`config.mk`:
```
export PLATFORM = sky130hd
export DESIGN_NAME = router_fifo_pkt
export DESIGN_NICKNAME = d
export VERILOG_FILES = /design/src/rtl/router_fifo_pkt.sv
export SDC_FILE = /design/constraint.sdc
export NUM_CORES = 1
export LEC_CHECK = 0
export CORE_MARGIN = 1
export CORE_UTILIZATION = 55
export DETAILED_ROUTE_END_ITERATION = 8
export PLACE_DENSITY = 0.79
export SKIP_CTS_REPAIR_TIMING = 1
export SYNTH_ARGS = -nofsm -noshare
export SYNTH_HDL_FRONTEND = slang
export SYNTH_SLANG_ARGS = --single-unit
```
`constraint.sdc`:
```
create_clock -name clk -period 3.6 [get_ports clk]
set_clock_uncertainty 0.1 [all_clocks]
set_input_delay 0.72 -clock clk [delete_from_list [all_inputs] [get_ports clk]]
set_output_delay 0.72 -clock clk [all_outputs]
set_load 0.02 [all_outputs]
```
`src/rtl/router_fifo_pkt.sv`:
```
// Packet-aware output FIFO for one router channel: header-tagged storage, read-side packet
// tracking, soft flush, idle-read timeout flush and occupancy count.
module router_fifo_pkt #(
  parameter int unsigned DATA_W  = 8,
  parameter int unsigned DEPTH   = 16,
  parameter int unsigned TIMEOUT = 30
) (
  input  logic                     clk,
  input  logic                     resetn,
  input  logic                     soft_reset,
  input  logic                     write_enb,
  input  logic                     read_enb,
  input  logic                     lfd_state,
  input  logic [DATA_W-1:0]        data_in,
  output logic [DATA_W-1:0]        data_out,
  output logic                     empty,
  output logic                     full,
  output logic [$clog2(DEPTH):0]   count,
  output logic                     pkt_done,
  output logic                     timeout_flush
);

  localparam int unsigned AW = $clog2(DEPTH);
  // Idle counter only needs to reach TIMEOUT-1
  localparam int unsigned TW = (TIMEOUT > 1) ? $clog2(TIMEOUT) : 1;

  logic [DATA_W:0]   r_mem [DEPTH];
  logic [AW-1:0]     r_wr_ptr, w_wr_ptr_d;
  logic [AW-1:0]     r_rd_ptr, w_rd_ptr_d;
  logic [AW:0]       r_count, w_count_d;
  logic [DATA_W-2:0] r_rem, w_rem_d;
  logic [TW-1:0]     r_to_cnt, w_to_cnt_d;
  logic [DATA_W-1:0] r_data_out, w_data_out_d;
  logic              r_pkt_done, w_pkt_done_d;
  logic              r_timeout_flush;

  logic              w_empty, w_full;
  logic              w_wr_acc, w_rd_acc, w_idle;
  logic              w_auto_flush, w_flush;
  logic [DATA_W:0]   w_rd_word;
  logic              w_rd_hdr;

  assign w_empty      = (r_count == '0);
  assign w_full       = (r_count == (AW+1)'(DEPTH));
  assign w_wr_acc     = write_enb && !w_full;
  assign w_rd_acc     = read_enb && !w_empty;
  assign w_idle       = !w_empty && !read_enb;
  assign w_auto_flush = (TIMEOUT != 0) && w_idle && (r_to_cnt == TW'(TIMEOUT - 1));
  assign w_flush      = soft_reset || w_auto_flush;
  assign w_rd_word    = r_mem[r_rd_ptr];
  assign w_rd_hdr     = w_rd_word[DATA_W];

  always_comb begin
    w_wr_ptr_d   = r_wr_ptr;
    w_rd_ptr_d   = r_rd_ptr;
    w_count_d    = r_count;
    w_rem_d      = r_rem;
    w_to_cnt_d   = r_to_cnt;
    w_data_out_d = r_data_out;
    w_pkt_done_d = 1'b0;
    if (w_flush) begin
      w_wr_ptr_d   = '0;
      w_rd_ptr_d   = '0;
      w_count_d    = '0;
      w_rem_d      = '0;
      w_to_cnt_d   = '0;
      w_data_out_d = '0;
    end else begin
      if (w_wr_acc) w_wr_ptr_d = r_wr_ptr + 1'b1;
      if (w_rd_acc) begin
        w_rd_ptr_d   = r_rd_ptr + 1'b1;
        w_data_out_d = w_rd_word[DATA_W-1:0];
        if (w_rd_hdr) begin
          // Header length field counts payload; +1 covers the trailing parity word
          w_rem_d = {1'b0, w_rd_word[DATA_W-1:2]} + 1'b1;
        end else if (r_rem != '0) begin
          w_rem_d      = r_rem - 1'b1;
          w_pkt_done_d = (r_rem == (DATA_W-1)'(1));
        end
      end
      case ({w_wr_acc, w_rd_acc})
        2'b10:   w_count_d = r_count + 1'b1;
        2'b01:   w_count_d = r_count - 1'b1;
        default: w_count_d = r_count;
      endcase
      if (w_rd_acc || w_empty) w_to_cnt_d = '0;
      else if (w_idle)         w_to_cnt_d = r_to_cnt + 1'b1;
    end
  end

  always_ff @(posedge clk or negedge resetn) begin
    if (!resetn) begin
      r_wr_ptr        <= '0;
      r_rd_ptr        <= '0;
      r_count         <= '0;
      r_rem           <= '0;
      r_to_cnt        <= '0;
      r_data_out      <= '0;
      r_pkt_done      <= 1'b0;
      r_timeout_flush <= 1'b0;
    end else begin
      r_wr_ptr        <= w_wr_ptr_d;
      r_rd_ptr        <= w_rd_ptr_d;
      r_count         <= w_count_d;
      r_rem           <= w_rem_d;
      r_to_cnt        <= w_to_cnt_d;
      r_data_out      <= w_data_out_d;
      r_pkt_done      <= w_pkt_done_d;
      r_timeout_flush <= w_auto_flush;
    end
  end

  // Storage is not reset or flushed; occupancy alone decides what is valid
  always_ff @(posedge clk) begin
    if (w_wr_acc && !w_flush) r_mem[r_wr_ptr] <= {lfd_state, data_in};
  end

  assign data_out      = r_data_out;
  assign empty         = w_empty;
  assign full          = w_full;
  assign count         = r_count;
  assign pkt_done      = r_pkt_done;
  assign timeout_flush = r_timeout_flush;

endmodule

```
Yosys cells after proc, flatten, opt, wreduce, memory -nomap -nowiden
Memories as Yosys holds them, arrays and structs flattened.
Index checks and enable logic that the tools add are counted.
Word-level totals
  register bits after elaboration: 35
  bits in writable memories: 144
  input bits: 14
  output and inout bits: 17
  logic and storage cells: 61
  memories kept: 1
Memory list
  r_mem: depth 16, width 9, read ports 1, clocked after Yosys merged registers in 0, write ports 1, line 27  | logic [DATA_W:0] r_mem [DEPTH];
Cells by class
  add/subtract/negate cells: 7
  equal/unequal tests: 5
  mux-type cells: 21
  reductions and logical operators: 19
Operators by type and width (count)
  two-way mux 7 bit: 4
  two-way mux 5 bit: 4
  two-way mux 4 bit: 4
  two-way mux 8 bit: 2
  adder 5 x 1 -> 5 bit, second input constant: 2
  equality test 5 bit, second input constant: 2
  case mux 5 bit (2 select lines): 1
  nonzero test 3 bit: 3
  adder 4 x 1 -> 4 bit, second input constant: 2
  adder 6 x 1 -> 7 bit, second input constant: 1
  equality test 7 x 1 -> 1 bit, second input constant: 1
  nonzero test 7 bit: 1
  subtractor 7 x 1 -> 7 bit, second input constant: 1
  two-way mux 1 bit: 6
  logical AND 1 bit: 5
  zero test 5 bit: 1
  subtractor 5 x 1 -> 5 bit, second input constant: 1
  zero test 1 bit: 4
  nonzero test 2 bit: 2
  equality test 2 x 1 -> 1 bit, second input constant: 1
  equality test 2 bit, second input constant: 1
  logical OR 1 bit: 2
  AND reduction 2 bit: 1

Longest topological paths before layout
  depth in word-level cells: 9
  depth in mapped cells: 11
  mapped depth without buffers: 10

Worst setup path after synthesis
OpenSTA, ideal clock, no wires.
  path kind: reg2reg
  start point: register r_count[2], in the netlist count[2]
  end point: memory r_mem[10][0] in the netlist's numbering, enable pin
  setup time: 0.387 ns
  data arrival time: 2.270 ns
  data required time: 3.113 ns
  slack: 0.843 ns
  cell stages (with the launch flop): 6
  buffers on the path: 0
  period minus slack after synthesis: 2.757 ns
  cells stage by stage: dfrtp_1 > nor4_2 > a211oi_1 > nor2_1 > nand3_1 > nor3_1
Between the ends
  cells in the longest elaborated chain, start to end: 9
  elaborated cells between the ends (all ways): 12
  those cells by class: eq/ne (1); mux (2); reduce/logical (9)
RTL lines
  from (decl): line 30  | logic [AW:0] r_count, w_count_d;
  from (signal assigned): line 104  | r_count <= w_count_d;
  zero test 5 bit: line 43  | assign w_empty = (r_count == '0);
  zero test 1 bit: line 47  | assign w_idle = !w_empty && !read_enb;
  logical AND 1 bit: line 47
  logical AND 1 bit: line 48  | assign w_auto_flush = (TIMEOUT != 0) && w_idle && (r_to_cnt == TW'(TIMEOUT - 1));
  named net w_auto_flush: line 39  | logic w_auto_flush, w_flush;
  logical OR 1 bit: line 49  | assign w_flush = soft_reset || w_auto_flush;
  zero test 1 bit: line 115  | if (w_wr_acc && !w_flush) r_mem[r_wr_ptr] <= {lfd_state, data_in};
  logical AND 1 bit: line 115
  two-way mux 1 bit: line 115
  two-way mux 1 bit (not written as such): line 115
  to (decl): line 27
The timed path passes the listed nets, and every way through them passes these cells.

Worst setup path in the final report
  start point: register r_count[2], in the netlist count[2]
  end point: output empty
Between the ends
  cells in the longest elaborated chain, start to end: 1
RTL lines
  zero test 5 bit: line 43
  to (decl): line 16  | output logic empty,
No other way between the ends.

==> flow_summary.toml <==
[layout]
final_cell_mix = "edfxtp_1, dfrtp_1, nor2_1, clkdlybuf4s50_1, mux2i_1"
final_common_cell = "edfxtp_1"
fin_util = 0.648
diodes = 0
layout-drive-gt1-share = 0.167
fin_area_sq_um = 8690
areaGrowthSynthToFinish_pct = 13.4
finalNetCount = 546

[synthesis]
synthDistinctLibCells = 63
synth-seq-cells = 179
syn_inst = 471
async_flop_share = 0.196
syn_avg_cell_area_sq_um = 16.3
ys_seq_area_frac = 0.679
syn-cell-area_sq_um = 7660
synth.yosys.warnings = 0
synth_flop_cell = "edfxtp_1"
synth_edf_count = 144
synth_nets = 497

[global_routing]
grt_pass1_vias = 4347
met2_usage = 0.361
met3_usage = 0.0513
antenna_found_initial = 0
use_met1 = 0.325
grt_pass1_wl_um = 24300
grt_max_degree = 37
overflow = 0
grt_use_total = 0.232
grt_busiest_layer = "met2"

[place]
postPlaceCellArea_sq_um = 8160
io_buffers = 30
dpl_worst_slack_ns = 0.497
gp_congestion = 0.866
dpl.hpwl_um = 10400

[timing]
final-hold-violation-count = 0
tns_ns = 0
max_freq_mhz = 315
setup-violations-final = 0
period_needed_ns = 3.18
drv_slew = 0
relSlewSlack = 0.477
worst_slack_ns = 0.421
fin_crit_sh = 0.883
worst_pin_slew_ns = 0.784
grt_setup_unrepaired = "false"

[clock_network]
cts_tree = "yes"
htreeDepth = 4
cts.sinks = 179
cts-root-buf = "clkbuf_16"
path_clk_slew_ns = 0.07
numCtsBuffers = 17
cts.path.max_buffers = 2
clk_latency_ns = 0.42

[drt]
postRouteAntennaNets = 0
dr_total_vias = 4321
drt-pass1-iter-count = 5
drt_wl_total_um = 15400
drc = 0
vias_per_cell = 6.09
wire_per_inst_um = 21.7
drtIter0Drc = 399

[setup_path]
crit_path_start_kind = "register"
critPathRequiredTime_ns = 2.78
crit_type = "reg -> out"
crit_arrival_ns = 2.36
crit_path_max_fanout = 9
end_kind = "output pin"

[power]
power.combinational.fraction = 0.278
power.density_nw_per_um2 = 658
max-vdd-ir-drop_v = 0.000354
swShare = 0.312
pwr-share-seq = 0.433
p_int_uw = 3940
clkPwrFrac = 0.289
p_leak_uw = 0.00298
total_power_uw = 5720
power_switching_uw = 1780

[status]
status = "finished clean"

[job]
max_cap_violations = 0

[worst_hold_path]
holdCritPathClass = "in -> async"

[floorplan]
core_area_sq_um = 13400
io_pins = 31
rows = 42
die_h_um = 120
die-area_sq_um = 14400
die_w_um = 120
initial_core_util = 0.572
[worst paths after layout]
kind	start	to	slack (ns)	depth (start not counted)
worst max-delay path	count[2]	empty	0.42	3
worst min-delay path	resetn	r_to_cnt[1]	0.28	1
worst max register to register	count[2]	r_mem[1][5]	0.69	6
worst min register to register	r_to_cnt[0]	r_to_cnt[0]	0.40	1
max in group asynchronous	resetn	r_rd_ptr[0]	2.58	1
min in group clk	r_to_cnt[0]	r_to_cnt[0]	0.40	1
[layout make-up]
cell class	count	area [sq um]
Clock buffer	18	429
Clock inverter	14	100
Fill cell	941	4710
Inverter	14	52.6
Multi-Input combinational cell	259	2230
Sequential cell	179	5200
Tap cell	176	220
Timing Repair Buffer	49	450
[cell families after synthesis]
| kind of cell | Yosys count | synth area share |
|---|---|---|
| buffers and inverters | 33 | 0.0297 |
| muxes | 53 | 0.110 |
| DFF | 179 | 0.679 |
| and+or+nand+nor | 104 | 0.0693 |
| adders and majority gates | 12 | 0.0196 |
| AOI/OAI and AO/OA | 76 | 0.0769 |
| xor gates and xnor gates | 14 | 0.0160 |
[power by group through the flow]
stage	combinational, uW	clock [uW]	sequential, uW
6_report	1590	1650	2480
5_1_grt	1720	1760	2490
4_1_cts	1590	1670	2470
3_5_place_dp	1580	0	2520
3_3_place_gp	1550	0	2510
2_1_floorplan	1150	0	2540
[per-stage QoR]
stage	hold slack [ns]	instances
5_1_grt	0.341	709
2_1_floorplan	0.324	471
6_report	0.277	709
3_5_place_dp	0.391	677
4_1_cts	0.297	709
3_3_place_gp	0.379	677
[sequential cells by signal, indices dropped and copies added (netlist names)]
register and flops:
r_wr_ptr 4, r_rd_ptr 4, r_rem 7, pkt_done 1, count 5, data_out 8, timeout_flush 1, r_to_cnt 5
r_mem 144
[critical path, cell delays in order, from the launching register on]
cell             delay (ns)
dfrtp_1                0.48
or4_1                  0.62
nor2_1                 0.19
clkdlybuf4s50_1        0.64
[per-layer routing]
layer,vias up,share of wire
met5,-,0
met4,0,0.020
met3,17,0.057
met2,155,0.48
met1,2192,0.44
li1,1957,-
[synthesized netlist by cell type (all sizes together), types with 2 or more instances]
cell     instances  area, sq um
and2             7         46.3
o2111ai          2         17.5
nand2           22         82.6
a22oi            8         65.1
xor2             6         52.6
or4              2         15.0
mux4            24          548
xnor2            8         70.1
a21oi           11         70.1
nor4             3         25.0
mux2i           28          280
a221oi          14          148
clkbuf           3         11.3
or3              3         23.8
o221ai           2         23.8
nor2            30          113
a22o             9         78.8
o31ai            2         20.0
dfrtp           35          876
nand4            4         25.0
ha              12          150
nand3            8         45.0
nor3            15         75.1
inv             13         48.8
buf             16          164
edfxtp         144         4320
o21ai           20          104
nor2b            3         18.8
No activity file was read; power rests on OpenSTA's default activity.
